`config.mk`:
```
export PLATFORM = sky130hd
export DESIGN_NAME = inst_encoder
export DESIGN_NICKNAME = d
export VERILOG_FILES = /design/src/rtl/inst_encoder.sv
export SDC_FILE = /design/constraint.sdc
export NUM_CORES = 1
export LEC_CHECK = 0
export ABC_AREA = 0
export BUFFER_PORTS_ARGS = -buffer_cell sky130_fd_sc_hd__buf_4
export CORE_UTILIZATION = 49
export CTS_BUF_LIST = sky130_fd_sc_hd__clkbuf_4 sky130_fd_sc_hd__clkbuf_8 sky130_fd_sc_hd__clkbuf_16
export DETAILED_ROUTE_END_ITERATION = 8
export PLACE_DENSITY_LB_ADDON = 0.1
export SLEW_MARGIN = 20
export SYNTH_ARGS = -nofsm -noshare
export SYNTH_HDL_FRONTEND = slang
export SYNTH_SLANG_ARGS = --single-unit
export TNS_END_PERCENT = 5
```
`constraint.sdc`:
```
create_clock -name clk -period 2.64 [get_ports clk]
set_clock_uncertainty 0.1 [all_clocks]
set_input_delay 0.264 -clock clk [delete_from_list [all_inputs] [get_ports clk]]
set_output_delay 0.264 -clock clk [all_outputs]
set_load 0.005 [all_outputs]
```
`src/rtl/inst_encoder.sv`:
```
// Streaming RV32 instruction encoder: packs decoded fields into 32-bit words and writes them
// to instruction memory at auto-incrementing byte addresses, starting at BASE_ADDR.
// Latency: a bundle accepted at edge N presents wr_en/wr_data in cycle N+1.
// Backpressure: one-entry output register; in_ready drops while a write is stalled by wr_ready=0.
//
// Ports:
//   clk, rst            - single clock, synchronous active-high reset
//   start               - open a new session (base address, clear count/errors, drop pending write)
//   in_valid / in_ready - field bundle handshake (in_opcode, in_rd, in_rs1, in_rs2,
//                         in_funct3, in_funct7, in_imm)
//   wr_en / wr_ready    - memory write handshake carrying wr_addr / wr_data
//   count, full, busy   - words written this session, DEPTH reached, session running
//   err_opcode, err_imm - sticky error flags, cleared by start
// Optional feature: define INST_ENC_IMM_CHECK_EN to range-check immediates on acceptance.
module inst_encoder #(
    parameter int                ADDR_W    = 12,
    parameter logic [ADDR_W-1:0] BASE_ADDR = '0,
    parameter int                DEPTH     = 256
) (
    input  logic              clk,
    input  logic              rst,
    input  logic              start,
    input  logic              in_valid,
    output logic              in_ready,
    input  logic [6:0]        in_opcode,
    input  logic [4:0]        in_rd,
    input  logic [4:0]        in_rs1,
    input  logic [4:0]        in_rs2,
    input  logic [2:0]        in_funct3,
    input  logic [6:0]        in_funct7,
    input  logic [31:0]       in_imm,
    output logic              wr_en,
    input  logic              wr_ready,
    output logic [ADDR_W-1:0] wr_addr,
    output logic [31:0]       wr_data,
    output logic [ADDR_W:0]   count,
    output logic              full,
    output logic              busy,
    output logic              err_opcode,
    output logic              err_imm
);

    typedef enum logic [1:0] {IDLE, RUN, FULL} state_t;

    localparam logic [6:0] OP_R    = 7'b0110011;
    localparam logic [6:0] OP_LOAD = 7'b0000011;
    localparam logic [6:0] OP_IMM  = 7'b0010011;
    localparam logic [6:0] OP_S    = 7'b0100011;
    localparam logic [6:0] OP_B    = 7'b1100011;
    localparam logic [6:0] OP_U    = 7'b0110111;

    localparam logic [ADDR_W:0]   DEPTH_C = (ADDR_W+1)'(DEPTH);
    localparam logic [ADDR_W-1:0] WORD_C  = ADDR_W'(4);

    state_t              state_q, state_d;
    logic                wr_en_q, wr_en_d;
    logic [ADDR_W-1:0]   wr_addr_q, wr_addr_d;
    logic [31:0]         wr_data_q, wr_data_d;
    logic [ADDR_W:0]     count_q, count_d;
    logic [ADDR_W:0]     issued_q, issued_d;
    logic                busy_q, busy_d;
    logic                full_q, full_d;
    logic                err_opcode_q, err_opcode_d;
    logic                err_imm_q, err_imm_d;

    logic [31:0]         enc_word;
    logic                op_ok;
    logic                imm_bad;
    logic                accept;
    logic                wr_fire;

    // Field packing; op_ok flags opcodes this encoder knows how to emit.
    always_comb begin
        enc_word = '0;
        op_ok    = 1'b1;
        case (in_opcode)
            OP_R:           enc_word = {in_funct7, in_rs2, in_rs1, in_funct3, in_rd, in_opcode};
            OP_LOAD,
            OP_IMM:         enc_word = {in_imm[11:0], in_rs1, in_funct3, in_rd, in_opcode};
            OP_S:           enc_word = {in_imm[11:5], in_rs2, in_rs1, in_funct3, in_imm[4:0], in_opcode};
            OP_B:           enc_word = {in_imm[12], in_imm[10:5], in_rs2, in_rs1, in_funct3,
                                        in_imm[4:1], in_imm[11], in_opcode};
            OP_U:           enc_word = {in_imm[31:12], in_rd, in_opcode};
            default:        op_ok    = 1'b0;
        endcase
    end

`ifdef INST_ENC_IMM_CHECK_EN
    // Sign-fit test: every bit above the field's top bit must equal that top bit.
    always_comb begin
        imm_bad = 1'b0;
        case (in_opcode)
            OP_LOAD, OP_IMM, OP_S:
                imm_bad = !((&in_imm[31:11]) || !(|in_imm[31:11]));
            OP_B:
                imm_bad = !((&in_imm[31:12]) || !(|in_imm[31:12])) || in_imm[0];
            OP_U:
                imm_bad = |in_imm[11:0];
            default:
                imm_bad = 1'b0;
        endcase
    end
`else
    assign imm_bad = 1'b0;
`endif

    // Accept only when the output slot is free or draining this cycle, and never
    // more bundles than the session can still write.
    assign in_ready = (state_q == RUN) && !start && (!wr_en_q || wr_ready) && (issued_q < DEPTH_C);
    assign accept   = in_valid && in_ready;
    assign wr_fire  = wr_en_q && wr_ready;

    always_comb begin
        state_d      = state_q;
        wr_en_d      = wr_en_q;
        wr_addr_d    = wr_addr_q;
        wr_data_d    = wr_data_q;
        count_d      = count_q;
        issued_d     = issued_q;
        err_opcode_d = err_opcode_q;
        err_imm_d    = err_imm_q;
        if (start) begin
            // start wins over everything, including a write completing this cycle
            state_d      = RUN;
            wr_en_d      = 1'b0;
            wr_addr_d    = BASE_ADDR;
            count_d      = '0;
            issued_d     = '0;
            err_opcode_d = 1'b0;
            err_imm_d    = 1'b0;
        end else begin
            if (wr_fire) begin
                wr_en_d   = 1'b0;
                wr_addr_d = wr_addr_q + WORD_C;
                count_d   = count_q + 1'b1;
                if (state_q == RUN && count_d == DEPTH_C) begin
                    state_d = FULL;
                end
            end
            if (accept) begin
                if (!op_ok) begin
                    err_opcode_d = 1'b1;
                end else if (imm_bad) begin
                    err_imm_d = 1'b1;
                end else begin
                    wr_en_d   = 1'b1;
                    wr_data_d = enc_word;
                    issued_d  = issued_q + 1'b1;
                end
            end
        end
        busy_d = (state_d == RUN);
        full_d = (state_d == FULL);
    end

    always_ff @(posedge clk) begin
        if (rst) begin
            state_q      <= IDLE;
            wr_en_q      <= 1'b0;
            wr_addr_q    <= BASE_ADDR;
            wr_data_q    <= '0;
            count_q      <= '0;
            issued_q     <= '0;
            busy_q       <= 1'b0;
            full_q       <= 1'b0;
            err_opcode_q <= 1'b0;
            err_imm_q    <= 1'b0;
        end else begin
            state_q      <= state_d;
            wr_en_q      <= wr_en_d;
            wr_addr_q    <= wr_addr_d;
            wr_data_q    <= wr_data_d;
            count_q      <= count_d;
            issued_q     <= issued_d;
            busy_q       <= busy_d;
            full_q       <= full_d;
            err_opcode_q <= err_opcode_d;
            err_imm_q    <= err_imm_d;
        end
    end

    assign wr_en      = wr_en_q;
    assign wr_addr    = wr_addr_q;
    assign wr_data    = wr_data_q;
    assign count      = count_q;
    assign busy       = busy_q;
    assign full       = full_q;
    assign err_opcode = err_opcode_q;
    assign err_imm    = err_imm_q;

endmodule
```
### Word level (Yosys, flattened, before mapping)

Cells that the tools add are included.

| word-level totals | value |
|---|---|
| bits in registers | 76 |
| latch bits | 0 |
| RAM bits | 0 |
| ROM bits | 0 |
| output and inout port bits | 63 |
| memories kept | 0 |

| operators by class | value |
|---|---|
| add/subtract/negate cells | 3 |
| multiply operators | 0 |
| divide/modulo/power cells | 0 |
| magnitude comparators | 1 |
| equal/unequal tests | 10 |
| shift-type cells | 0 |
| mux-type cells | 8 |
| bitwise operators | 2 |
| reduce and logical (&&, ||, !) cells | 15 |

Operators by type and width:

| operator | count |
|---|---|
| 32-bit case mux with 5 select lines | 1 |
| 13-bit by 1-bit adder with 13-bit output (second input constant) | 2 |
| 7-bit by 6-bit == test with 1-bit output (second input constant) | 3 |
| 13-bit by 9-bit == test with 1-bit output (second input constant) | 1 |
| 13-bit by 9-bit < comparator with 1-bit output (second input constant) | 1 |
| 12-bit by 3-bit adder with 12-bit output (second input constant) | 1 |
| 7-bit by 2-bit == test with 1-bit output (second input constant) | 1 |
| 7-bit by 5-bit == test with 1-bit output (second input constant) | 1 |
| 7-bit == test (second input constant) | 1 |
| 1-bit logical AND | 6 |
| 2-bit two-way mux | 3 |
| 6-bit OR reduction | 1 |
| 2-bit by 1-bit == test with 1-bit output (second input constant) | 2 |
| 1-bit two-way mux | 4 |
| 2-bit AND reduction | 2 |
| 2-bit OR reduction | 2 |
| 3-bit AND reduction | 1 |
| 2-bit == test (second input constant) | 1 |
| 1-bit zero test | 2 |
| 1-bit inverter | 2 |
| 1-bit logical OR | 1 |

### Depth between registers and ports, before layout

Gate-level depths: netlist of run 1.

| depth | value |
|---|---|
| depth after elaboration | 7 |
| gate-level depth with buffers | 8 |
| gate-level depth less buffers | 6 |

### Worst setup path before layout of run 1

No wires, ideal clock.

| path | value |
|---|---|
| kind | register to register |
| from | register count_q[0] (netlist: count[0]) |
| to | register state_q[1] |
| library setup time | 0.070 ns |
| arrival | 2.019 ns |
| path slack | 0.451 ns |
| cell stages (with the launch flop) | 8 |
| buffers on the path | 1 |
| period minus slack after synthesis | 2.189 ns |
| path through | dfxtp_1 -> ha_1 -> buf_4 -> xor2_1 -> nand4b_1 -> a2111o_1 -> or4_1 -> a21oi_1 |

| on the way | value |
|---|---|
| longest elaborated chain between the ends | 6 |

Ends and longest elaborated chain:

| item | RTL line | source |
|---|---|---|
| start: declaration | 59 | `logic [ADDR_W:0] count_q, count_d;` |
| start signal: assignment | 173 | `count_q <= count_d;` |
| 13-bit by 1-bit adder with 13-bit output | 135 | `count_d = count_q + 1'b1;` |
| 13-bit by 9-bit == test with 1-bit output | 136 | `if (state_q == RUN && count_d == DEPTH_C) begin` |
| 1-bit logical AND | 136 |  |
| 2-bit two-way mux | 136 |  |
| 2-bit two-way mux | 132 | `if (wr_fire) begin` |
| 2-bit two-way mux | 122 | `if (start) begin` |
| end signal: assignment | 169 | `state_q <= state_d;` |
| end: declaration | 55 | `state_t state_q, state_d;` |

Every way passes these cells.
A chain may end at the register's enable or synchronous reset.

### Worst setup path in the final report of run 1

Same ends and word-level chain as after synthesis.

==> out/metrics.yaml, run 1 <==
run_status:
  status: "finished, final reports clean"
die:
  core-area_sq_um: 6830
  boundaryPins: 132
  floorplan.rows: 30
  die-width_um: 86.5
  start_util_pct: 51.2
  die_area_sq_um: 7480
  dieHeight_um: 86.5
final_layout:
  drive_above_1_share_pct: 32.3
  syn_to_final_growth_pct: 34.3
  fillers: 607
  fin_nets: 594
  antenna_cells: 0
clock_network:
  postCtsSetupRepairBufs: 0
  cts_buffer_depth: 2
  numClockSinks: 74
  htreeDepth: 3
  cts-root-buf: "clkbuf_8"
  hold_buffers: 0
  cts_resized: 0
  cts_buffers: 9
  clk_pin_slew_ps: 70
  clkLatencyLatePin_ps: 340
  tritoncts: "done"
drt:
  wl_per_cell_um: 14.2
  viasPerCell: 5.42
  drc_errors: 0
  firstDrtPassIters: 5
  drt_iter0_drc: 229
  vias: 3378
  postRouteAntennaNets: 0
  wirelength_um: 8860
setup_path:
  cp.required_ps: 2810
  worstSetupEndpointType: "flop"
  cp-startpoint: "count[0]"
  setup.worst_path.class: "flop to flop"
  crit_arrival_ps: 2550
  critPathMaxFanout: 8
  worstReg2RegStart: "count[0]"
  startpoint_type: "flop"
power_and_ir_drop:
  ir_drop_mv: 0.250
  leakage_uw: 0.00197
  p_sw_share_pct: 21.5
  pwr_density_cell_nw_per_um2: 477
  comb_power_share_pct: 6.9
  finalPower_uw: 2240
  internal-power_uw: 1760
  clockPowerShare_pct: 43.0
  p_seq_share_pct: 50.1
  power_switching_uw: 482
synthesis:
  ys_warn_count: 0
  synth-seq-cells: 74
  async_reset_ff_share_pct: 0
  yosysTopAreaCellShare_pct: 42.3
  synth_xor_xnor_area_share_pct: 6.76
  synth_top_cell_by_area: "dfxtp_1"
  synth_top_family_by_area: "simple AND/OR/NAND/NOR gates"
  synth_mux_area_share_pct: 0.322
  synth_edf_count: 0
  avgSynthCellArea_sq_um: 8.72
  syn_area_sq_um: 3500
  synth_ff_type: "dfxtp_1"
  seq_area_frac_synth_pct: 42.3
  synth_compound_area_share_pct: 17.6
  yosys.area_share.simple_pct: 25.2
  postSynthCellCount: 401
  synthTopCellsByArea: "dfxtp_1, nor2_1, xor2_1, nand2_1, a221oi_1"
  synth_fa_ha_area_share_pct: 1.07
  synth_cell_types: 53
flow_run:
  drv_cap: 0
sta:
  setup_tns_ps: 0
  max_freq_mhz: 419
  max_slew.worst_pin.slew_ps: 673
  relSlewSlack_pct: 55.1
  hold_viol: 0
  setup_viol: 0
  drv_slew: 0
  layout_min_cycle_time_ps: 2380
  rsz0062_at_grt: "no"
  min_period_over_period_pct: 90.3
global_routing:
  grtUsageMet1_pct: 29.4
  grt-ovfl-total: 0
  grtUsageMet2_pct: 40.8
  busiest_layer: "met2"
  antenna_found_initial: 0
  grt_max_degree: 41
  track_usage_pct: 24.3
  grt_pass1_wl_um: 14200
  first_global_vias: 3074
  use_met3_pct: 7.81
worst_hold_path:
  hold_start: "in_imm[31]"
  hp-class: "input port to flop"
place:
  dp_hpwl_um: 6570
  port_buffers: 128
  routabilityCongestion: 0.797
[power by group through the flow]
stage	sequential (uW)	clock (uW)	combinational [uW]
floorplan	1150	0	57.4
CTS	1120	984	156
detailed placement	1150	0	155
global placement	1150	0	153
finish	1120	964	156
global route	1120	1030	170
[synth_stat cells (2+ instances only)]
master / instances
dfxtp_1: 74
nor2_1: 67
nand2_1: 35
nor3_1: 18
xor2_1: 18
a21oi_1: 17
a211oi_1: 13
a221oi_1: 13
clkbuf_1: 13
a222oi_1: 11
and2_1: 9
xnor2_1: 9
and3_1: 8
buf_4: 7
nand4_1: 7
a31oi_1: 6
inv_1: 6
nand3_1: 6
a41o_1: 4
buf_6: 4
o21ai_0: 4
a311oi_1: 3
buf_2: 3
clkbuf_8: 3
ha_1: 3
o41ai_1: 3
or2_2: 3
a41oi_1: 2
and3_2: 2
and4_1: 2
and4_2: 2
nand2b_1: 2
nor3b_1: 2
or3_1: 2
or4_1: 2
[sequential cells by signal, summed over array words and instances, names as in the netlist]
register	count
busy	1
wr_en	1
full	1
err_opcode	1
state_q	2
count	13
wr_data	32
wr_addr	10
issued_q	13
[per-layer routing]
layer	wire, um	share of wire, %
met5	0	0
met4	96	1.1
met3	602	6.8
met2	4450	50
met1	3710	42
[per-stage QoR]
stage / std cells / instance area (sq um) / util, % / setup WS [ps] / hold WS [ps]
floorplan: 403 / 3510 / - / 451 / 314
global placement: 607 / 4480 / 65.6 / 349 / 334
finish: 623 / 4700 / 68.8 / 256 / 95.0
detailed placement: 607 / 4480 / 65.6 / 284 / 341
global route: 623 / 4700 / 68.8 / 134 / 98.5
CTS: 623 / 4700 / 68.8 / 267 / 75.9
[cells by family after synthesis]
family | count (synthesis)
and+or+nand+nor | 177
xor gates and xnor gates | 27
DFF | 74
other | 1
adders and majority gates | 3
buffers and inverters | 37
muxes | 1
AOI/OAI and AO/OA | 81
[final cells by class]
| class | count | area [sq um] | area share (%) |
|---|---|---|---|
| well taps | 96 | 120 | 2.56 |
| clock buffers | 11 | 139 | 2.96 |
| flip-flops and latches | 74 | 1480 | 31.5 |
| multi-input cells | 292 | 1800 | 38.3 |
| clock inverters | 5 | 78.8 | 1.68 |
| inverters | 6 | 22.5 | 0.479 |
| repair buffers | 139 | 1060 | 22.5 |
[cells in the final DEF, fill, tap and decap left out, types with 4 or more instances in the layout]
| cell type | Yosys | final |
|---|---|---|
| a221oi_1 | 13 | 13 |
| and2_1 | 9 | 9 |
| a222oi_1 | 11 | 11 |
| clkbuf_8 | 3 | 9 |
| a41o_1 | 4 | 4 |
| nor2_1 | 67 | 67 |
| a211oi_1 | 13 | 13 |
| dfxtp_1 | 74 | 74 |
| nand3_1 | 6 | 6 |
| buf_4 | 7 | 138 |
| inv_1 | 6 | 6 |
| o21ai_0 | 4 | 4 |
| xor2_1 | 18 | 18 |
| nand2_1 | 35 | 35 |
| nor3_1 | 18 | 17 |
| and3_1 | 8 | 7 |
| a21oi_1 | 17 | 17 |
| nand4_1 | 7 | 7 |
| a31oi_1 | 6 | 6 |
| xnor2_1 | 9 | 9 |
[worst paths after layout]
check / end / slack, ps / depth (start not counted)
worst max-delay path: state_q[1] / 260 / 6
worst min-delay path: wr_data[31] / 100 / 3
worst max register to register: state_q[1] / 260 / 6
worst min register to register: wr_data[6] / 360 / 2
[worst max-delay path, cell delays in order (launching register included)]
cell and delay [ps]:
dfxtp_1 460, ha_1 340, xor2_1 180, nand4b_1 110, a2111o_1 410, or4_1 560, a21oi_1 170
(Power assumes the default switching activity.)
==> run 2, diff against run 1 <==
--- a/config.mk
+++ b/config.mk
@@ -10,6 +10,7 @@
 export CORE_UTILIZATION = 49
 export CTS_BUF_LIST = sky130_fd_sc_hd__clkbuf_4 sky130_fd_sc_hd__clkbuf_8 sky130_fd_sc_hd__clkbuf_16
 export DETAILED_ROUTE_END_ITERATION = 8
+export MAX_ROUTING_LAYER = met4
 export PLACE_DENSITY_LB_ADDON = 0.1
 export SLEW_MARGIN = 20
 export SYNTH_ARGS = -nofsm -noshare
==> out/metrics.yaml, run 2 (synthesis results as in run 1) <==
clock_network:
  hold_buffers: 0
  tritoncts: "done"
  cts_buffers: 9
  cts_buffer_depth: 2
  numClockSinks: 74
  htreeDepth: 3
  postCtsSetupRepairBufs: 0
  cts-root-buf: "clkbuf_8"
  clkLatencyLatePin_ps: 340
  cts_resized: 0
  clk_pin_slew_ps: 70
final_layout:
  final_cell_mix: "buf_4, dfxtp_1, nor2_1"
  antenna_cells: 0
  drive_above_1_share_pct: 32.3
  largest_reg_flops: 32
  final_common_cell: "buf_4"
  fin_nets: 594
  syn_to_final_growth_pct: 34.3
setup_path:
  startpoint_type: "flop"
  crit_arrival_ps: 2550
  critPathMaxFanout: 8
  cp.required_ps: 2810
  worstSetupEndpointType: "flop"
  setup.worst_path.class: "flop to flop"
global_routing:
  grt_pass1_wl_um: 14200
  track_usage_pct: 25.0
  grt_max_degree: 41
  antenna_found_initial: 0
  grt-ovfl-total: 0
  first_global_vias: 3068
sta:
  setup_viol: 0
  max_slew.worst_pin.slew_ps: 664
  max_freq_mhz: 421
  layout_min_cycle_time_ps: 2380
  hold_viol: 0
  setup_tns_ps: 0
  relSlewSlack_pct: 55.7
  rsz0062_at_grt: "no"
  min_period_over_period_pct: 90.1
  drv_slew: 0
drt:
  wirelength_um: 8860
  viasPerCell: 5.46
  vias: 3404
  drc_errors: 0
  postRouteAntennaNets: 0
  wl_per_cell_um: 14.2
  firstDrtPassIters: 4
  drt_iter0_drc: 193
place:
  routabilityCongestion: 0.808
  dp_hpwl_um: 6570
  port_buffers: 128
die:
  start_util_pct: 51.2
  dieHeight_um: 86.5
  floorplan.rows: 30
  boundaryPins: 132
  die-width_um: 86.5
  die_area_sq_um: 7480
  core-area_sq_um: 6830
power_and_ir_drop:
  leakage_uw: 0.00197
  ir_drop_mv: 0.250
  pwr_density_cell_nw_per_um2: 478
  finalPower_uw: 2250
worst_hold_path:
  hp-class: "input port to flop"
run_status:
  status: "finished, final reports clean"
flow_run:
  drv_cap: 0
## run 2: layout make-up
type	count	area, sq um
Fill cell	607	2130
Multi-Input combinational cell	292	1800
Sequential cell	74	1480
Timing Repair Buffer	139	1060
Clock buffer	11	139
Tap cell	96	120
Clock inverter	5	78.8
Inverter	6	22.5
## run 2: power by group
group	switching (uW)	internal [uW]	total [uW]
registers	3.05	1120	1120
clock network	416	552	968
logic	66.9	88.6	156
total	486	1760	2250
## run 2: metrics by stage
stage / area (sq um) / utilization [%] / worst slack [ps] / hold slack [ps] / cells
after CTS: 4700 / 68.8 / 267 / 75.9 / 623
after global routing: 4700 / 68.8 / 134 / 96.9 / 623
after global placement: 4480 / 65.6 / 349 / 334 / 607
after detailed placement: 4480 / 65.6 / 284 / 341 / 607
final: 4700 / 68.8 / 262 / 92.0 / 623
after floorplan: 3510 / - / 451 / 314 / 403
## run 2: path summary, 6_finish.rpt
check | startpoint | to | slack [ps] | cells past startpoint
worst max-delay path | count[0] | state_q[1] | 260 | 6
worst min-delay path | in_imm[31] | wr_data[31] | 90 | 3
worst max register to register | count[0] | state_q[1] | 260 | 6
worst min register to register | wr_data[6] | wr_data[6] | 350 | 2
## run 2: critical path, cell delays in order, from the launching register on
cell      delay [ps]
dfxtp_1          460
ha_1             340
xor2_1           180
nand4b_1         110
a2111o_1         410
or4_1            560
a21oi_1          170
## run 2: per-layer routing
metal	global-route usage, %	part of all wire (%)	routed length [um]
met3	7.24	6.5	579
met2	40.8	50	4440
met4	7.12	1.1	95
met1	30.1	42	3750
met5	-	0	0
==> run 3, diff against run 2 <==
--- a/config.mk
+++ b/config.mk
@@ -7,6 +7,7 @@
 export LEC_CHECK = 0
 export ABC_AREA = 0
 export BUFFER_PORTS_ARGS = -buffer_cell sky130_fd_sc_hd__buf_4
+export CORE_MARGIN = 4
 export CORE_UTILIZATION = 49
 export CTS_BUF_LIST = sky130_fd_sc_hd__clkbuf_4 sky130_fd_sc_hd__clkbuf_8 sky130_fd_sc_hd__clkbuf_16
 export DETAILED_ROUTE_END_ITERATION = 8
==> out/metrics.yaml, run 3 (synthesis results as in run 1) <==
die:
  start_util_pct: 50.9
  core-area_sq_um: 6870
  floorplan.rows: 30
  die-width_um: 92.5
  die_area_sq_um: 8560
  boundaryPins: 132
  dieHeight_um: 92.5
final_layout:
  fillers: 609
  fin_nets: 592
  largest_reg_flops: 32
  syn_to_final_growth_pct: 33.9
  final_common_cell: "buf_4"
  fin_area_sq_um: 4680
  drive_above_1_share_pct: 32.0
  antenna_cells: 0
  final_cell_mix: "buf_4, dfxtp_1, nor2_1"
  regArea_sq_um: 1480
  multi_input_area_sq_um: 1800
clock_network:
  cts_buffers: 9
  hold_buffers: 0
  clk_pin_slew_ps: 70
  tritoncts: "done"
  numClockSinks: 74
  clkLatencyLatePin_ps: 340
  cts_resized: 0
  cts_buffer_depth: 2
  htreeDepth: 3
  cts-root-buf: "clkbuf_8"
  postCtsSetupRepairBufs: 0
sta:
  fin_ws_ps: 187
  rsz0062_at_grt: "no"
  drv_slew: 0
  relSlewSlack_pct: 53.4
  max_freq_mhz: 408
  min_period_over_period_pct: 92.9
  max_slew.worst_pin.slew_ps: 699
  setup_tns_ps: 0
  setup_viol: 0
  layout_min_cycle_time_ps: 2450
  hold_viol: 0
drt:
  wirelength_um: 9700
  drc_errors: 0
  wl_per_cell_um: 15.6
  firstDrtPassIters: 7
  postRouteAntennaNets: 0
  vias: 3419
  drt_iter0_drc: 176
  viasPerCell: 5.51
power_and_ir_drop:
  ir_drop_mv: 0.254
  pwr_density_cell_nw_per_um2: 481
  leakage_uw: 0.00196
worst_hold_path:
  hold_end: "wr_data[31]"
  min_delay_path_depth: 3
  hold_start: "in_imm[31]"
  hp-class: "input port to flop"
place:
  routabilityCongestion: 0.953
  dpl_worst_slack_ps: 227
  port_buffers: 128
  dpl-instance-area_sq_um: 4470
  dp_hpwl_um: 7250
global_routing:
  grt_pass1_wl_um: 15400
  antenna_found_initial: 0
  track_usage_pct: 23.1
  grt_max_degree: 56
  first_global_vias: 3240
  grt-ovfl-total: 0
setup_path:
  regToRegEndpoint: "state_q[1]"
  rrSetupSlack_ps: 190
  reg2reg_depth: 6
  startpoint_type: "flop"
  crit_arrival_ps: 2620
  worstReg2RegStart: "count[0]"
  worstSetupEndpointType: "flop"
  cp.required_ps: 2810
  setup.worst_path.class: "flop to flop"
  critPathMaxFanout: 8
flow_run:
  drv_cap: 0
run_status:
  status: "finished, final reports clean"
-- run 3: changes by cell type in the layout (fill, tap and decap cells not counted) --
cell / delta
buf_4: -2
-- run 3: area by class of cell --
class | count | area share, %
Clock inverter | 5 | 1.68
Multi-Input combinational cell | 292 | 38.5
Sequential cell | 74 | 31.6
Tap cell | 96 | 2.56
Inverter | 6 | 0.481
Timing Repair Buffer | 137 | 22.2
Clock buffer | 11 | 2.96
-- run 3: worst max path at each step --
stage | start | to
after floorplan | count[0] | state_q[1]
after global placement | count[0] | state_q[1]
after detailed placement | count[0] | state_q[1]
after CTS | count[0] | state_q[1]
after global routing | count[0] | state_q[1]
final | count[0] | state_q[1]
-- run 3: stage by stage --
stage | hold slack (ps) | instances | power [uW] | util, %
after floorplan | 314 | 403 | 1210 | -
after global placement | 334 | 605 | 1300 | 65.0
after detailed placement | 337 | 605 | 1310 | 65.0
after CTS | 79.1 | 621 | 2270 | 68.2
after global routing | 100 | 621 | 2330 | 68.2
final | 91.8 | 621 | 2250 | 68.2
-- run 3: where the power goes --
group | leakage [uW] | internal (uW) | switching (uW) | total, uW
Combinational | 0.00125 | 88.6 | 68.6 | 157
Sequential | 0.000597 | 1120 | 3.08 | 1120
Clock | 0.000114 | 552 | 420 | 972
-- run 3: worst max-delay path: stages, from the launching register on --
cell and delay [ps]:
dfxtp_1 490, ha_1 370, xor2_1 190, nand4b_1 110
a2111o_1 410, or4_1 560, a21oi_1 170
-- run 3: routing by layer --
layer | vias to the layer above | GRT usage [%] | wire [um]
li1 | 1686 | - | -
met1 | 1580 | 27.5 | 4010
met3 | 16 | 5.85 | 818
met5 | - | - | 0
met2 | 137 | 37.2 | 4670
met4 | 0 | 9.78 | 200
